==> config.mk <==
export PLATFORM = sky130hd
export DESIGN_NAME = arith_seq_ctrl
export DESIGN_NICKNAME = d
export VERILOG_FILES = /design/src/rtl/arith_seq_ctrl.sv
export SDC_FILE = /design/constraint.sdc
export NUM_CORES = 1
export LEC_CHECK = 0
export CELL_PAD_IN_SITES_DETAIL_PLACEMENT = 0
export CELL_PAD_IN_SITES_GLOBAL_PLACEMENT = 1
export CORE_ASPECT_RATIO = 1.5
export CORE_MARGIN = 3
export CORE_UTILIZATION = 44
export CTS_CLUSTER_SIZE = 20
export DETAILED_ROUTE_END_ITERATION = 8
export PLACE_DENSITY = 0.83
export SETUP_SLACK_MARGIN = 0.05
export SKIP_LAST_GASP = 1
export SLEW_MARGIN = 20
export SYNTH_ARGS = -nofsm -noshare
export SYNTH_HDL_FRONTEND = slang
export SYNTH_SLANG_ARGS = --single-unit
export TNS_END_PERCENT = 100
==> constraint.sdc <==
create_clock -name clk -period 6.7 [get_ports clk]
set_input_delay 2.01 -clock clk [delete_from_list [all_inputs] [get_ports clk]]
set_output_delay 2.01 -clock clk [all_outputs]
set_load 0.03 [all_outputs]
==> src/rtl/arith_seq_ctrl.sv <==
// Multi-precision sequencer driving one shared 8-bit arithunit, LSB byte first, carry chained per byte.
// Latency: start accepted at edge 0, done pulses in the cycle after edge NBYTES+1.
// Backpressure: none; start is ignored while busy or completing, illegal op pulses err.
module arith_seq_ctrl #(
    parameter int NBYTES = 4,
    localparam int W = 8 * NBYTES
) (
    input  logic         clk,
    input  logic         rst_n,
    input  logic         start,
    input  logic [2:0]   op,
    input  logic         cin_in,
    input  logic [W-1:0] opa,
    input  logic [W-1:0] opb,
    output logic [7:0]   au_a,
    output logic [7:0]   au_b,
    output logic         au_s1,
    output logic         au_s0,
    output logic         au_cin,
    input  logic [7:0]   au_d,
    input  logic         au_cout,
    input  logic         au_z,
    output logic         busy,
    output logic         done,
    output logic         err,
    output logic [W-1:0] result,
    output logic         cout,
    output logic         zero,
    output logic         ovf
);

    localparam int IW = $clog2(NBYTES);
    localparam logic [IW-1:0] LAST_IDX = IW'(NBYTES - 1);

    typedef enum logic [1:0] {IDLE, RUN, DONE} state_t;

    state_t         state, state_nxt;
    logic [W-1:0]   a_q, b_q, shadow;
    logic [1:0]     sel_q;
    logic           cin0_q, carry_q, zacc_q, ovf_sh;
    logic [IW-1:0]  idx;
    logic           last;
    logic           accept;
    logic           first_cin;
    logic           beff7;

    assign last   = (idx == LAST_IDX);
    assign accept = (state == IDLE) && start && (op != 3'b111);

    // First-byte carry: ADC/SBB take the external carry, SUB/INC force 1.
    always_comb begin
        first_cin = 1'b0;
        case (op)
            3'b001, 3'b011: first_cin = cin_in;
            3'b010, 3'b100: first_cin = 1'b1;
            default:        first_cin = 1'b0;
        endcase
    end

    // Effective sign bit of the second addend as the arithunit sees it.
    always_comb begin
        beff7 = 1'b0;
        case (sel_q)
            2'b00:   beff7 = au_b[7];
            2'b01:   beff7 = ~au_b[7];
            2'b10:   beff7 = 1'b0;
            default: beff7 = 1'b1;
        endcase
    end

    always_comb begin
        state_nxt = state;
        au_a      = 8'h00;
        au_b      = 8'h00;
        au_s1     = 1'b0;
        au_s0     = 1'b0;
        au_cin    = 1'b0;
        busy      = 1'b0;
        case (state)
            IDLE: if (accept) state_nxt = RUN;
            RUN: begin
                busy   = 1'b1;
                au_a   = 8'(a_q >> {idx, 3'b000});
                au_b   = 8'(b_q >> {idx, 3'b000});
                au_s1  = sel_q[1];
                au_s0  = sel_q[0];
                au_cin = (idx == '0) ? cin0_q : carry_q;
                if (last) state_nxt = DONE;
            end
            DONE:    state_nxt = IDLE;
            default: state_nxt = IDLE;
        endcase
    end

    always_ff @(posedge clk or negedge rst_n) begin
        if (!rst_n) state <= IDLE;
        else        state <= state_nxt;
    end

    always_ff @(posedge clk or negedge rst_n) begin
        if (!rst_n) begin
            a_q     <= '0;
            b_q     <= '0;
            shadow  <= '0;
            sel_q   <= 2'b00;
            cin0_q  <= 1'b0;
            carry_q <= 1'b0;
            zacc_q  <= 1'b0;
            ovf_sh  <= 1'b0;
            idx     <= '0;
            result  <= '0;
            cout    <= 1'b0;
            zero    <= 1'b0;
            ovf     <= 1'b0;
            done    <= 1'b0;
            err     <= 1'b0;
        end else begin
            done <= 1'b0;
            err  <= 1'b0;
            case (state)
                IDLE: begin
                    if (start && op == 3'b111) begin
                        err <= 1'b1;
                    end else if (accept) begin
                        a_q    <= opa;
                        b_q    <= opb;
                        sel_q  <= op[2:1];
                        cin0_q <= first_cin;
                        idx    <= '0;
                        zacc_q <= 1'b1;
                    end
                end
                RUN: begin
                    shadow[8*idx +: 8] <= au_d;
                    carry_q <= au_cout;
                    zacc_q  <= zacc_q & au_z;
                    idx     <= idx + IW'(1);
                    if (last) ovf_sh <= ~(au_a[7] ^ beff7) & (au_a[7] ^ au_d[7]);
                end
                DONE: begin
                    // Architectural result and flags change only here.
                    result <= shadow;
                    cout   <= carry_q;
                    zero   <= zacc_q;
                    ovf    <= ovf_sh;
                    done   <= 1'b1;
                end
                default: ;
            endcase
        end
    end

endmodule

Word-level counts from Yosys, hierarchy flattened
Index checks and enable logic that the tools add are counted.
{"block": "word_totals", "ff_bits": 143, "latch_bits": 0, "ramBits": 0, "rom_bits": 0, "input_bits": 81, "out_inout_bits": 57, "mem_count": 0}
{"block": "op_classes", "n_addsub": 2, "n_mul": 0, "div_mod_pow": 0, "n_lt_le_gt_ge": 0, "eq_ne": 14, "n_shift": 4, "mux": 22, "n_bitwise": 7, "n_reduce_logical": 13}
{"op": ">> shifter 32 x 5 -> 8 bit", "count": 2}
{"op": "negation 5 -> 34 bit", "count": 1}
{"op": "variable shift 8 x 34 -> 32 bit (first input constant)", "count": 1}
{"op": "variable part select 8 x 34 -> 32 bit", "count": 1}
{"op": "bitwise mux 32 bit", "count": 1}
{"op": "two-way mux 8 bit", "count": 2}
{"op": "two-way mux 1 bit", "count": 10}
{"op": "two-way mux 2 bit", "count": 4}
{"op": "case mux 2 bit (2 select lines)", "count": 2}
{"op": "equality test 2 bit (second input constant)", "count": 3}
{"op": "equality test 3 x 2 -> 1 bit (second input constant)", "count": 2}
{"op": "equality test 3 bit (second input constant)", "count": 2}
{"op": "logical NOT 2 bit", "count": 3}
{"op": "!= test 2 bit (second input constant)", "count": 3}
{"op": "AND reduction 3 bit", "count": 2}
{"op": "equality test 2 x 1 -> 1 bit (second input constant)", "count": 2}
{"op": "case mux 1 bit (2 select lines)", "count": 2}
{"op": "AND reduction 2 bit", "count": 2}
{"op": "OR reduction 2 bit", "count": 2}
{"op": "equality test 3 x 1 -> 1 bit (second input constant)", "count": 1}
{"op": "logical AND 1 bit", "count": 3}
{"op": "!= test 3 bit (second input constant)", "count": 1}
{"op": "NOT 1 bit", "count": 3}
{"op": "case mux 1 bit (3 select lines)", "count": 1}
{"op": "4 further kinds", "count": 6}

Logic depth before layout (Yosys ltp)
Gate-level depths: netlist (run 1).
{"block": "logic_depth", "word_depth": 7, "depth_mapped": 9, "depth_no_buf": 5}

Worst setup path before layout (run 1)
No wires, ideal clock.
{"block": "synth_timing", "path_kind": "reg-to-output", "startpoint": "register idx[1]", "endpoint": "output au_cin", "arrival_ns": 2.025, "required_ns": 4.690, "setup_slack_ns": 2.665, "path_stages_with_launch": 8, "path_buffers": 3, "cell_sequence": "dfrtp_1 -> clkbuf_1 -> clkbuf_1 -> inv_1 -> ha_1 -> clkbuf_1 -> mux2i_1 -> nor2_1"}
{"block": "synth_via", "elab_chain_cells": 3}
{"element": "from (decl)", "line": "41", "text": "logic [IW-1:0] idx;"}
{"element": "from (signal assigned)", "line": "137", "text": "idx <= idx + IW'(1);"}
{"element": "logical NOT 2 bit", "line": "87", "text": "au_cin = (idx == '0) ? cin0_q : carry_q;"}
{"element": "two-way mux 1 bit", "line": "87"}
{"element": "two-way mux 1 bit", "line": "79", "text": "case (state)"}
{"element": "to (decl)", "line": "19", "text": "output logic au_cin,"}
Every way passes these cells.

Final worst setup path (run 1)
Ends and elaborated chain as after synthesis.

==> implementation parameters, run 1 <==
Parameter                              Value

Final layout
  Antenna cells ... 0
  Most common library cell in the layout ignoring fill and taps ... dfrtp_1
  Area growth from synthesis to final layout ... 35.3%
  Multi-input gate area ... 2250 um^2
  Share of cells above drive strength 1 ... 16.9%
  Net total in the final layout ... 623
  Final core utilization ... 61.3%
  Count of fill cells added during filler insertion ... 1052
  Commonest cells after routing, fill and taps aside ... 143 x dfrtp_1, 136 x clkdlybuf4s50_1, 65 x mux2_1
  Flip-flop and latch area ... 3580 um^2
  Final Instance Count excl. Fillers ... 709

GRT
  Global-route wire length before repair ... 21600 um
  Vias in the first global route ... 4276
  Total global-route track usage ... 18.8%
  Initial antenna violation count ... 0
  Total congestion overflow after global routing ... 0
  Largest net degree at the start of global routing ... 111

Power and ir drop
  Leakage ... 3.50 nW
  Fraction of power consumed by sequential logic ... 36.6%
  Net switching share of the total power ... 34.8%
  Power density cells ... 495 nW/um^2
  Proportion of power drawn by the clock network ... 22.9%
  Int Power ... 2.59 mW
  Logic pwr share ... 40.5%
  Worst supply voltage drop on vdd ... 0.305 mV
  Switching pwr ... 1.38 mW

Timing
  Unrepaired setup endpoints after global routing ... no
  Final critical-path share of the clock period ... 72.2%
  Final Setup Violations ... 0
  Hold Vio Cnt, Final ... 0
  Setup total negative slack ... 0 ns
  Final min period ... 4.84 ns
  Worst setup margin ... 1.86 ns
  Headroom to the max-slew limit ... 35.5%
  Final setup skew ... 0.0102 ns
  Slew at the pin closest to its max-slew limit ... 0.967 ns
  Maximum frequency from static timing analysis ... 207 MHz
  Final Max Slew Viols ... 0

Placement
  Cell count after placement ... 678
  Estimated wirelength of the detail-placed design ... 9160 um
  Post-place setup slack ... 2.27 ns
  Total of buffers placed on input and output ports ... 137
  Global placement routability congestion ... 0.739

CTS
  Resized Gates After CTS ... 0
  Number of setup buffers added after CTS ... 0
  CTS tree ... done
  Clock latency at the later pin of the worst-skew pair ... 0.41 ns
  Root Buffer Master ... clkbuf_16
  Maximum count of clock buffers along a single path ... 2
  Clock net sink count ... 143
  Clk slew on worst S/H paths ... 0.05 ns
  Number of buffers added to fix hold violations after cts ... 0
  Number of buffers inserted during clock tree synthesis ... 17
  Total number of H-tree levels ... 4

Synthesis
  Net count after synthesis ... 485
  Sequential element share of the synthesized area ... 60.4%
  Unique cell type count in the Yosys netlist ... 30
  Top cells by area, synth ... dfrtp_1 60%, mux2_1 12%, mux2_2 6.6%
  Library cell with the largest summed area after synthesis ... dfrtp_1
  Number of storage elements in the synthesis netlist ... 143
  Share of Yosys cell area claimed by the top area cell type ... 60.4%
  Syn Area/Cell ... 14.8 um^2
  Cell area after technology mapping ... 5930 um^2
  Warnings from Yosys ... 0
  Synthesized netlist cell count ... 400

Detailed routing
  Number of DRC markers after the initial detailed-route iteration ... 123
  Final Routed Wirelength ... 12900 um
  Drt first pass iters ... 4
  Count of nets left with antenna violations after detail routing ... 0
  Via count ... 3744
  DR DRC count ... 0
  Wire per inst ... 18.1 um
  Vias per std cell ... 5.28

Critical path
  Largest fanout on the critical path ... 20
  Start-to-end type of the worst setup path ... reg2out
  Critical Path Sink Type ... output pin
  Worst Path Required ... 4.69 ns
  Worst path arrival time ... 2.83 ns
  Startpoint of the most critical setup path ... idx[1]
  Startpoint Class ... flip-flop
  Startpoint of the worst register-to-register path ... idx[1]

Floorplan
  Overall die width ... 101 um
  Core Footprint ... 13100 um^2
  Initial cell density of the core ... 45.3%
  I/O pin count ... 138
  Height of the die ... 148 um
  Number of placement rows ... 51
  Floorplan die area ... 14900 um^2

Status
  Result of the run ... finished clean

Hold path
  Worst min-delay path class ... reg2reg
  Critical hold path startpoint ... shadow[4]

Run
  Maximum Capacitance Violations ... 0
==> worst max-delay path, cell delays in order, from the launching register on <==
cell and delay, ns:
dfrtp_1 0.96, inv_1 0.15, ha_1 0.34, mux2i_1 0.15, nor2_1 0.11, clkdlybuf4s50_1 0.70
==> metal layers <==
layer | wire length [um] | share of wire [%] | GRT usage [%]
met5 | 0 | 0 | 0
met4 | 161 | 1.3 | 5.53
met3 | 825 | 6.4 | 5.87
met2 | 6990 | 54 | 33.2
met1 | 4890 | 38 | 21.5
==> synth_stat cells <==
library cell,n
o211ai_1,1
nor3_1,1
ha_1,4
clkbuf_1,8
o21ai_0,4
dfrtp_1,143
nand3b_1,1
buf_4,1
mux2_2,35
a21oi_1,3
inv_2,2
buf_1,4
buf_2,7
a22o_1,24
nand3_1,5
mux4_2,16
mux2i_1,2
a221o_1,1
mux2_1,65
nand2_1,27
nor2_1,8
inv_1,5
o21ai_1,8
and3_4,1
or4_1,1
o31ai_1,2
and2_1,16
nor4_2,1
nand2b_1,2
nor4b_4,2
==> cells by family after synthesis <==
| kind of cell | Yosys count | synth area share [%] |
|---|---|---|
| simple gates | 65 | 6.08 |
| flops | 143 | 60.4 |
| mux | 118 | 25.4 |
| buf+inv | 27 | 1.92 |
| fa+ha+maj | 4 | 0.844 |
| compound gates | 43 | 5.36 |
==> state kept, by name, indices dropped and copies added, names as in the netlist <==
signal   cells
zero         1
result      32
ovf          1
ovf_sh       1
idx          2
carry_q      1
err          1
sel_q        2
a_q         32
state        2
shadow      32
done         1
zacc_q       1
cout         1
cin0_q       1
b_q         32
==> path summary, 6_finish.rpt <==
check,to,slack (ns),depth (start not counted)
worst max-delay path,au_cin,1.86,5
worst min-delay path,shadow[4],0.48,2
worst max register to register,shadow[25],3.92,4
worst min register to register,shadow[4],0.48,2
max in group asynchronous,result[22],3.95,2
min in group asynchronous,b_q[8],1.71,1
==> through the flow <==
step | area (um^2) | power, mW | hold WS (ns)
global route | 8020 | 4.22 | 0.512
floorplan | 5930 | 2.49 | 0.452
global placement | 7440 | 3.05 | 0.468
CTS | 8020 | 4.03 | 0.489
finish | 8020 | 3.97 | 0.483
detailed placement | 7440 | 3.10 | 0.477
==> cell type report <==
class | instances | share of cell area [%]
clock inverter | 13 | 1.73
timing repair buffer | 139 | 17.3
sequential | 143 | 44.6
multi-input combinational | 230 | 28.1
clock buffer | 18 | 5.48
inverter | 7 | 0.328
tap | 159 | 2.48
==> power by group through the flow <==
stage | sequential, mW | combinational (mW) | clock, mW
after CTS | 1.46 | 1.64 | 0.934
final | 1.45 | 1.61 | 0.908
after detailed placement | 1.47 | 1.63 | 0
after global routing | 1.51 | 1.74 | 0.971
after global placement | 1.45 | 1.59 | 0
after floorplan | 1.52 | 0.972 | 0
Note: power is estimated with default switching activity, not from simulation.
==> run 2: changes to the inputs <==
Settings changed: CORE_UTILIZATION 44 to 37, PLACE_DENSITY 0.83 to 0.75.
Clock period 6.7 ns to 4.2 ns, I/O delays scaled along.
==> run 2 against run 1 <==
  * Clock power is 73% higher
  * Core utilization fell by 9.3 points
  * Clock skew is essentially flat
  * First-iteration DRC count down 6.5%
  * Sequential cell count is the same
  * Worst hold slack better by 0.00079 ns
  * Register-to-register slack worse by 2.2 ns
  * Final cell count up 6.9%
  * Design area is 1.7% higher
  * Power up 63%
  * Critical path depth is 1 lower
  * Critical endpoint is now au_a[4]
  * Largest power group unchanged
==> implementation parameters, run 2 (synthesis results as in run 1) <==
Parameter                              Value

Timing
  Slew at the pin closest to its max-slew limit ... 0.742 ns (-0.225 ns)
  Hold Vio Cnt, Final ... 0 (unchanged)
  Final min period ... 3.97 ns
  Final Setup Violations ... 0 (unchanged)
  Final Max Slew Viols ... 0 (unchanged)
  Maximum frequency from static timing analysis ... 252 MHz
  Setup total negative slack ... 0 ns (unchanged)
  Unrepaired setup endpoints after global routing ... no
  Final setup skew ... 0.0104 ns (+0.000213 ns)
  Headroom to the max-slew limit ... 50.1% (+15 points)
  Final critical-path share of the clock period ... 94.5%

Critical path
  Cells along the critical path ... buf_4 -> mux4_2 -> and2_1 -> clkdlybuf4s50_1
  Startpoint Class ... flip-flop
  Cell with the largest stage delay on the worst path ... dfrtp_2
  Worst Path Required ... 2.94 ns (-1.75 ns)
  Largest fanout on the critical path ... 18 (-10%)
  Largest delay contributor family on the critical path ... buffers and inverters
  Start-to-end type of the worst setup path ... reg2out
  Critical Path Sink Type ... output pin
  Worst path max stage delay ... 0.73 ns (-0.23 ns)
  Buf+Inv Stages, Crit Path ... 2 (unchanged)
  Worst path arrival time ... 2.71 ns (-0.12 ns)

GRT
  Total congestion overflow after global routing ... 0 (unchanged)
  Busiest grt layer ... met2
  Largest net degree at the start of global routing ... 85 (-23%)
  Met1 usage in global routing ... 18.1% (-3.5 points)
  Vias in the first global route ... 4089 (-4.4%)
  Total global-route track usage ... 15.9% (-2.9 points)
  Initial antenna violation count ... 0 (unchanged)
  Met3 layer usage reported by global route ... 4.80% (-1.1 points)
  Global-route wire length before repair ... 21300 um (-1.2%)
  Met2 usage in global routing ... 27.7% (-5.5 points)

Power and ir drop
  Worst supply voltage drop on vdd ... 0.313 mV (+2.6%)
  Final Total Pwr ... 6.46 mW (+63%)
  Power density cells ... 792 nW/um^2 (+60%)
  Leakage ... 3.54 nW (+1.2%)

CTS
  Number of buffers added to fix hold violations after cts ... 0 (unchanged)
  Total number of H-tree levels ... 4 (unchanged)
  Number of setup buffers added after CTS ... 0 (unchanged)
  Clock net sink count ... 143 (unchanged)
  Resized Gates After CTS ... 0 (unchanged)
  Root Buffer Master ... clkbuf_16
  Number of buffers inserted during clock tree synthesis ... 17 (unchanged)
  Clk slew on worst S/H paths ... 0.06 ns (about the same)
  CTS tree ... done
  Clock latency at the later pin of the worst-skew pair ... 0.41 ns (about the same)
  Maximum count of clock buffers along a single path ... 2 (unchanged)

Detailed routing
  Number of DRC markers after the initial detailed-route iteration ... 115 (-6.5%)
  DR DRC count ... 0 (unchanged)
  Count of nets left with antenna violations after detail routing ... 0 (unchanged)
  Vias per std cell ... 5.03 (-4.8%)
  Via count ... 3811 (+1.8%)
  Final Routed Wirelength ... 13300 um (+3.7%)
  Wire per inst ... 17.6 um (-3.0%)
  Drt first pass iters ... 5 (+1)

Final layout
  Net total in the final layout ... 627 (+0.64%)
  Antenna cells ... 0 (unchanged)
  Count of fill cells added during filler insertion ... 1389 (+32%)
  Most common library cell in the layout ignoring fill and taps ... dfrtp_1
  Post-route design area ... 8160 um^2 (+1.7%)
  Share of cells above drive strength 1 ... 17.1% (+0.21 points)
  Area growth from synthesis to final layout ... 37.6%
  Commonest cells after routing, fill and taps aside ... 142 x dfrtp_1, 136 x clkdlybuf4s50_1, 65 x mux2_1

Floorplan
  Height of the die ... 161 um (+8.7%)
  I/O pin count ... 138 (unchanged)
  Floorplan die area ... 17600 um^2 (+18%)
  Initial cell density of the core ... 37.8% (-7.5 points)
  Overall die width ... 109 um (+8.5%)
  Core Footprint ... 15700 um^2 (+20%)
  Number of placement rows ... 56 (+9.8%)

Placement
  Cell Area, Placed ... 7540 um^2 (+1.3%)
  Estimated wirelength of the detail-placed design ... 9730 um (+6.2%)
  Total of buffers placed on input and output ports ... 137 (unchanged)
  Global placement routability congestion ... 0.799 (+8.1%)

Hold path
  Worst min-delay path class ... reg2reg

Status
  Result of the run ... finished clean

Run
  Maximum Capacitance Violations ... 0 (unchanged)
run 2: changes by cell type in the layout (fill, tap and decap cells not counted), sizes merged:
cell      delta
clkinvlp     -2
buf          +4
clkinv       -2
clkbuf       +2
bufinv       +2
inv          +1
run 2: area by class of cell:
class,instances,area [um^2],share of cell area [%]
clock inverter,12,183,2.24
tap,203,254,3.11
timing repair buffer,143,1430,17.5
multi-input combinational,230,2250,27.6
clock buffer,20,437,5.35
sequential,143,3580,43.9
inverter,7,26.3,0.322
run 2: report_power, final:
group	internal (mW)	leakage, nW	switching [mW]
sequential	1.97	1.80	0.345
combinational	1.28	1.45	1.30
clock	1.00	0.292	0.572
run 2: path summary, 6_finish.rpt:
path	from	end	slack [ns]	cells past startpoint
max	idx[0]	au_a[4]	0.23	4
min reg2reg	b_q[24]	b_q[24]	0.48	1
max reg2reg	idx[0]	shadow[30]	1.74	4
min	b_q[24]	b_q[24]	0.48	1
min in group asynchronous	rst_n	result[5]	0.89	1
max in group asynchronous	rst_n	b_q[12]	2.39	2
run 2: per-layer routing:
layer  routed length (um)  up-vias  share of wire, %
li1                     -     1728                 -
met1                 4970     1945                37
met2                 7290      118                55
met3                  799       20               6.0
met4                  272        0               2.0
met5                    0        -                 0
run 2: stage by stage:
stage                     utilization, %  worst slack, ns  hold WS [ns]  cells
after floorplan                        -            0.915         0.452    400
after global placement              48.0            0.615         0.471    726
after detailed placement            48.0            0.604         0.476    726
after CTS                           52.0            0.156         0.490    758
after global routing                52.0           0.0672         0.506    758
final                               52.0            0.231         0.484    758
==> run 3: changes to the inputs <==
Settings changed: ABC_AREA set to 1, CORE_UTILIZATION 37 to 34.
==> run 3 against run 2 <==
  * Via count increased by 33%
  * Sequential cell count unchanged
  * First-iteration DRC count rose by 150%
  * Synthesized area up 3.6%
  * Register-to-register slack got worse by 0.14 ns
  * Largest cell class unchanged
  * Highest routed layer unchanged
==> implementation parameters, run 3 <==
Parameter                              Value

Critical path
  Largest fanout on the critical path ... 27 (+9)
  Critical Path Sink Type ... output pin
  Buf+Inv Stages, Crit Path ... 3 (+1)
  Worst path max stage delay ... 0.74 ns (about the same)
  Startpoint Class ... flip-flop
  Worst path arrival time ... 2.51 ns (-0.20 ns)
  Cells along the critical path ... inv_1 -> buf_4 -> o21ai_0 -> a21oi_1 -> clkdlybuf4s50_1
  Cell with the largest stage delay on the worst path ... clkdlybuf4s50_1
  Largest delay contributor family on the critical path ... buffers and inverters
  Start-to-end type of the worst setup path ... reg2out
  Worst Path Required ... 2.94 ns (about the same)

Synthesis
  Synthesized netlist cell count ... 721 (+80%)
  Main combinational cell family by area after synthesis ... simple AND/OR/NAND/NOR gates
  Unique cell type count in the Yosys netlist ... 25 (-17%)
  Cell types with the highest counts after synthesis ... 247 x nand2_1, 143 x dfrtp_1, 88 x o21ai_0
  XOR/XNOR Fraction of Synth Area ... 0.143% (+0.14 points)
  Synthesized-area fraction occupied by adder cells ... 0.815% (-0.029 points)
  Library cell with the largest summed area after synthesis ... dfrtp_1
  Synth async-reset ratio ... 100% (unchanged)
  Cell area after technology mapping ... 6140 um^2 (+3.6%)
  Mux share of post-synthesis cell area ... 0% (-25 points)
  Sequential element share of the synthesized area ... 58.3% (-2.1 points)
  Share of Yosys cell area claimed by the top area cell type ... 58.3% (-2.1 points)
  Number of enable-type register cells in the synthesized netlist ... 0 (unchanged)
  Top cells by area, synth ... dfrtp_1 58%, nand2_1 15%, o21ai_0 7.2%
  Most frequently used cell type in the post-synthesis netlist ... nand2_1
  Syn Area/Cell ... 8.52 um^2 (-43%)
  Net count after synthesis ... 806 (+66%)
  Area fraction in and, or, nand and nor cells after synthesis ... 23.4% (+17 points)
  Number of storage elements in the synthesis netlist ... 143 (unchanged)
  Compound-Gate Fraction of Synth Area ... 10.5% (+5.2 points)
  Warnings from Yosys ... 0 (unchanged)
  Top_reg_cell synth ... dfrtp_1

Detailed routing
  Via count ... 5056 (+33%)
  Count of nets left with antenna violations after detail routing ... 0 (unchanged)
  Final Routed Wirelength ... 17300 um (+29%)
  Vias per std cell ... 4.70 (-6.5%)
  Number of DRC markers after the initial detailed-route iteration ... 286 (+150%)
  Drt first pass iters ... 5 (unchanged)
  Wire per inst ... 16.1 um (-8.7%)
  DR DRC count ... 0 (unchanged)

CTS
  Total number of H-tree levels ... 4 (unchanged)
  Clk slew on worst S/H paths ... 0.06 ns (about the same)
  Number of buffers added to fix hold violations after cts ... 0 (unchanged)
  Root Buffer Master ... clkbuf_16
  Resized Gates After CTS ... 0 (unchanged)
  Maximum count of clock buffers along a single path ... 2 (unchanged)
  Clock net sink count ... 143 (unchanged)
  Number of buffers inserted during clock tree synthesis ... 17 (unchanged)
  Clock latency at the later pin of the worst-skew pair ... 0.42 ns (about the same)
  Number of setup buffers added after CTS ... 0 (unchanged)
  CTS tree ... done

Timing
  Unrepaired setup endpoints after global routing ... no
  Final Max Slew Viols ... 0 (unchanged)
  Hold Vio Cnt, Final ... 0 (unchanged)
  Final Setup Violations ... 0 (unchanged)
  Slew at the pin closest to its max-slew limit ... 0.749 ns (+0.00719 ns)
  Setup total negative slack ... 0 ns (unchanged)
  Final critical-path share of the clock period ... 89.8% (-4.7 points)
  Final min period ... 3.77 ns (-0.199 ns)
  Maximum frequency from static timing analysis ... 265 MHz (+5.3%)
  Final setup skew ... 0.0133 ns (+0.00291 ns)
  Headroom to the max-slew limit ... 50.1% (-0.068 points)

Placement
  Estimated wirelength of the detail-placed design ... 12300 um (+27%)
  Cell Area, Placed ... 7690 um^2 (+2.0%)
  Cell count after placement ... 1043 (+44%)
  Total of buffers placed on input and output ports ... 137 (unchanged)
  Global placement routability congestion ... 0.864 (+8.2%)

Floorplan
  Number of placement rows ... 59 (+5.4%)
  Core Footprint ... 17600 um^2 (+12%)
  Overall die width ... 116 um (+5.8%)
  I/O pin count ... 138 (unchanged)
  Height of the die ... 171 um (+5.9%)
  Floorplan die area ... 19700 um^2 (+12%)
  Initial cell density of the core ... 34.9% (-2.8 points)

Final layout
  Post-route design area ... 8330 um^2 (+2.1%)
  Share of cells above drive strength 1 ... 6.61% (-11 points)
  Commonest cells after routing, fill and taps aside ... 247 x nand2_1, 143 x dfrtp_1, 131 x clkdlybuf4s50_1
  Most common library cell in the layout ignoring fill and taps ... nand2_1
  Final Instance Count excl. Fillers ... 1075 (+42%)
  Net total in the final layout ... 934 (+49%)
  Antenna cells ... 0 (unchanged)
  Area growth from synthesis to final layout ... 35.7%

Power and ir drop
  Final Total Pwr ... 7.01 mW (+8.5%)
  Fraction of power consumed by sequential logic ... 32.9% (-2.9 points)
  Int Power ... 4.13 mW (-2.7%)
  Leakage ... 3.93 nW (+11%)
  Power density cells ... 842 nW/um^2 (+6.3%)
  Net switching share of the total power ... 41.1% (+6.8 points)
  Proportion of power drawn by the clock network ... 23.2% (-1.1 points)
  Worst supply voltage drop on vdd ... 0.343 mV (+9.7%)
  Switching pwr ... 2.88 mW (+30%)
  Logic pwr share ... 43.9% (+4.0 points)

GRT
  Largest net degree at the start of global routing ... 78 (-8.2%)
  Global-route wire length before repair ... 27400 um (+28%)
  Total congestion overflow after global routing ... 0 (unchanged)
  Total global-route track usage ... 18.2% (+2.3 points)
  Initial antenna violation count ... 0 (unchanged)
  Vias in the first global route ... 5179 (+27%)

Hold path
  Worst min-delay path class ... reg2reg

Status
  Result of the run ... finished clean

Run
  Maximum Capacitance Violations ... 0 (unchanged)
## run 3: power by group through the flow
stage                     clock network [mW]  registers [mW]  logic, mW
final                                   1.63            2.31       3.08
after floorplan                            0            2.52       1.70
after detailed placement                   0            2.34       3.11
after global routing                    1.72            2.38       3.41
after global placement                     0            2.34       3.08
after CTS                               1.66            2.32       3.12
## run 3: tightest hold or removal path: stages, from the launching register on
cell and delay, ns:
dfrtp_1 0.34, nand2_1 0.05, nand2_1 0.04
## run 3: routing by layer
| metal | vias up | GRT usage (%) | part of all wire, % |
|---|---|---|---|
| met5 | - | 0 | 0 |
| met4 | 0 | 6.76 | 2.4 |
| met3 | 21 | 5.66 | 6.2 |
| met2 | 141 | 32.0 | 53 |
| met1 | 2357 | 20.5 | 39 |
| li1 | 2537 | - | - |
## run 3: kinds of logic after synthesis
group                      Yosys count
and+or+nand+nor                    353
DFF                                143
AOI/OAI and AO/OA                  125
buffers and inverters               95
adders and majority gates            4
xor gates and xnor gates             1
## run 3: layout make-up
type                    count  area (um^2)
clock buffers              21          460
clock inverters            11          179
fillers                  1770         9240
inverters                  57          216
multi-input cells         483         2140
flip-flops and latches    143         3580
well taps                 213          267
repair buffers            147         1490
## run 3: stage by stage
stage | setup WS (ns) | hold slack [ns] | util (%)
global route | 0.253 | 0.495 | 47.4
detailed placement | 0.912 | 0.454 | 43.8
CTS | 0.449 | 0.468 | 47.4
floorplan | 1.16 | 0.437 | -
finish | 0.430 | 0.465 | 47.4
global placement | 0.932 | 0.449 | 43.8
## run 3: path summary, 6_finish.rpt
check                        start        end  cells past startpoint  slack, ns
setup / recovery            idx[0]    au_b[5]                      5       0.43
hold / removal             a_q[29]    a_q[29]                      2       0.46
setup reg to reg            idx[0]  shadow[3]                      7       1.60
hold reg to reg            a_q[29]    a_q[29]                      2       0.46
max in group asynchronous    rst_n   sel_q[0]                      2       2.50
min in group asynchronous    rst_n  result[2]                      1       0.84
==> RTL change (flow settings as in run 2) <==
Encoding of `state_t`: now one-hot (3 bits for 3 states).
--- a/src/rtl/arith_seq_ctrl.sv
+++ b/src/rtl/arith_seq_ctrl.sv
@@ -32,7 +32,7 @@
     localparam int IW = $clog2(NBYTES);
     localparam logic [IW-1:0] LAST_IDX = IW'(NBYTES - 1);
 
-    typedef enum logic [1:0] {IDLE, RUN, DONE} state_t;
+    typedef enum logic [2:0] {IDLE = 3'b001, RUN = 3'b010, DONE = 3'b100} state_t;
 
     state_t         state, state_nxt;
     logic [W-1:0]   a_q, b_q, shadow;
Check against the original RTL: same outputs for any inputs over 4 cycles, from zero or initial values and one cycle with rst_n low; so few cycles prove little.
==> RTL change against run 2 <==
Utilization is 0.15 points lower; non-clock buffer count is 2 higher; worst setup slack better by 0.011 ns; clock skew is 0.0013 ns lower; total power is 19% lower; area after synthesis is 3.0% higher; sequential cell count is 1 higher; wire length is 5.7% higher; cell area is 1.0% higher; critical path depth stayed put; sequential power is 6% lower.
==> RTL change: results (changes against run 2) <==
Layout
  • Ratio of cells with drive above 1 in the final layout: 0.129 (-0.0417)
  • Layout Nets: 809 (+29%)

Global route
  • Number of global-route vias before repair: 4641 (+13%)
  • Global-route wire length before repair: 23200 um (+8.7%)
  • Largest net degree at the start of global routing: 75 (-12%)

Detailed routing
  • Initial DRC Count: 160 (+39%)
  • Via/cell ratio: 4.73 (-6.0%)
  • DRT Wirelength: 14100 um (+5.7%)

Worst setup path
  • R2r setup slk: 1.68 ns (-0.06 ns)
  • Reg2Reg Depth: 6 (+2)
  • R2R Path End: shadow[5]$_DFFE_PN0P_
  • Slowest cell on crit path: clkdlybuf4s50_1
  • Crit path launch: state[0]$_DFFE_PN1P_
  • CP peak stage delay: 0.67 ns (-0.06 ns)

STA
  • Hold WS: 0.471 ns (-0.0131 ns)
  • Worst slew margin: 0.386 (-0.116)

Status
  • Status: completed

Yosys
  • Most instantiated cells after synthesis: 266 x nand2_1, 143 x dfrtp_1, 35 x mux2_2, 35 x o21ai_0, 18 x and2_1
  • Register area share after synthesis: 0.591 (-0.0131)
  • Syn Nets: 678 (+40%)
  • Post-Synthesis Cells: 591 (+48%)

Power and ir drop
  • Internal power: 3.48 mW (-18%)
  • Worst VDD drop: 289 uV (-7.6%)

Placed design
  • Final Wtd Congestion: 0.767 (-4.0%)
  • Placed insts: 906 (+25%)

Min path
  • Beginning of the worst hold path: b_q[23]$_DFFE_PN0P_
[RTL change: cell count changes after synthesis, moves of 5 or more]
cell | run 2 | this run
mux2_1 | 65 | 0
o21ai_0 | 4 | 35
o21ai_1 | 8 | 0
a22o_1 | 24 | 0
nand2_1 | 27 | 266
clkbuf_1 | 8 | 13
[RTL change: power groups by stage]
stage                     clock network, mW  logic, mW  registers (mW)
after global routing                   1.55       1.81            2.22
after detailed placement                  0       1.64            2.19
after CTS                              1.48       1.65            2.17
after global placement                    0       1.61            2.17
after floorplan                           0       1.07            2.18
final                                  1.45       1.61            2.16
[RTL change: cell type report]
cell class                 instances  area [um^2]
clock inverter                    14          144
multi-input combinational        409         2350
inverter                           5         18.8
sequential                       144         3600
tap                              203          254
fill                            1497         7660
timing repair buffer             145         1450
clock buffer                      17          425
[RTL change: how the worst min path moves through the flow]
stage                     endpoint  cells past startpoint
6_report       b_q[23]$_DFFE_PN0P_                      2
5_1_grt        a_q[20]$_DFFE_PN0P_                      2
4_1_cts        a_q[16]$_DFFE_PN0P_                      2
3_5_place_dp   a_q[16]$_DFFE_PN0P_                      2
3_3_place_gp   a_q[20]$_DFFE_PN0P_                      2
2_1_floorplan  a_q[16]$_DFFE_PN0P_                      2
[RTL change: worst reg2reg max path: stages, from the launching register on]
cell	delay, ns
dfrtp_1	0.32
buf_4	0.39
inv_1	0.17
ha_1	0.41
nor3b_1	0.79
nand2_1	0.15
o21ai_0	0.20
[RTL change: through the flow]
stage	area [um^2]	util	setup WS [ns]
after floorplan	6100	-	1.02
after global placement	7670	0.482	0.698
after detailed placement	7670	0.482	0.646
after CTS	8240	0.518	0.187
after global routing	8240	0.518	0.0663
final	8240	0.518	0.243
[RTL change: per-layer routing]
layer | up-vias | global-route usage | routed length [um] | part of all wire
li1 | 2181 | - | - | -
met1 | 2107 | 0.194 | 5830 | 0.41
met3 | 20 | 0.0367 | 716 | 0.051
met5 | - | 0 | 0 | 0
met2 | 122 | 0.286 | 7250 | 0.51
met4 | 0 | 0.0599 | 304 | 0.022
[RTL change: kinds of logic (layout without fill, tap and decap cells)]
| logic type | count (synthesis) | count (layout) | synth area share |
|---|---|---|---|
| simple gates | 308 | 308 | 0.206 |
| flops | 144 | 144 | 0.591 |
| mux | 53 | 53 | 0.127 |
| compound gates | 42 | 42 | 0.0375 |
| buf+inv | 38 | 181 | 0.0269 |
| fa+ha+maj | 6 | 6 | 0.0123 |
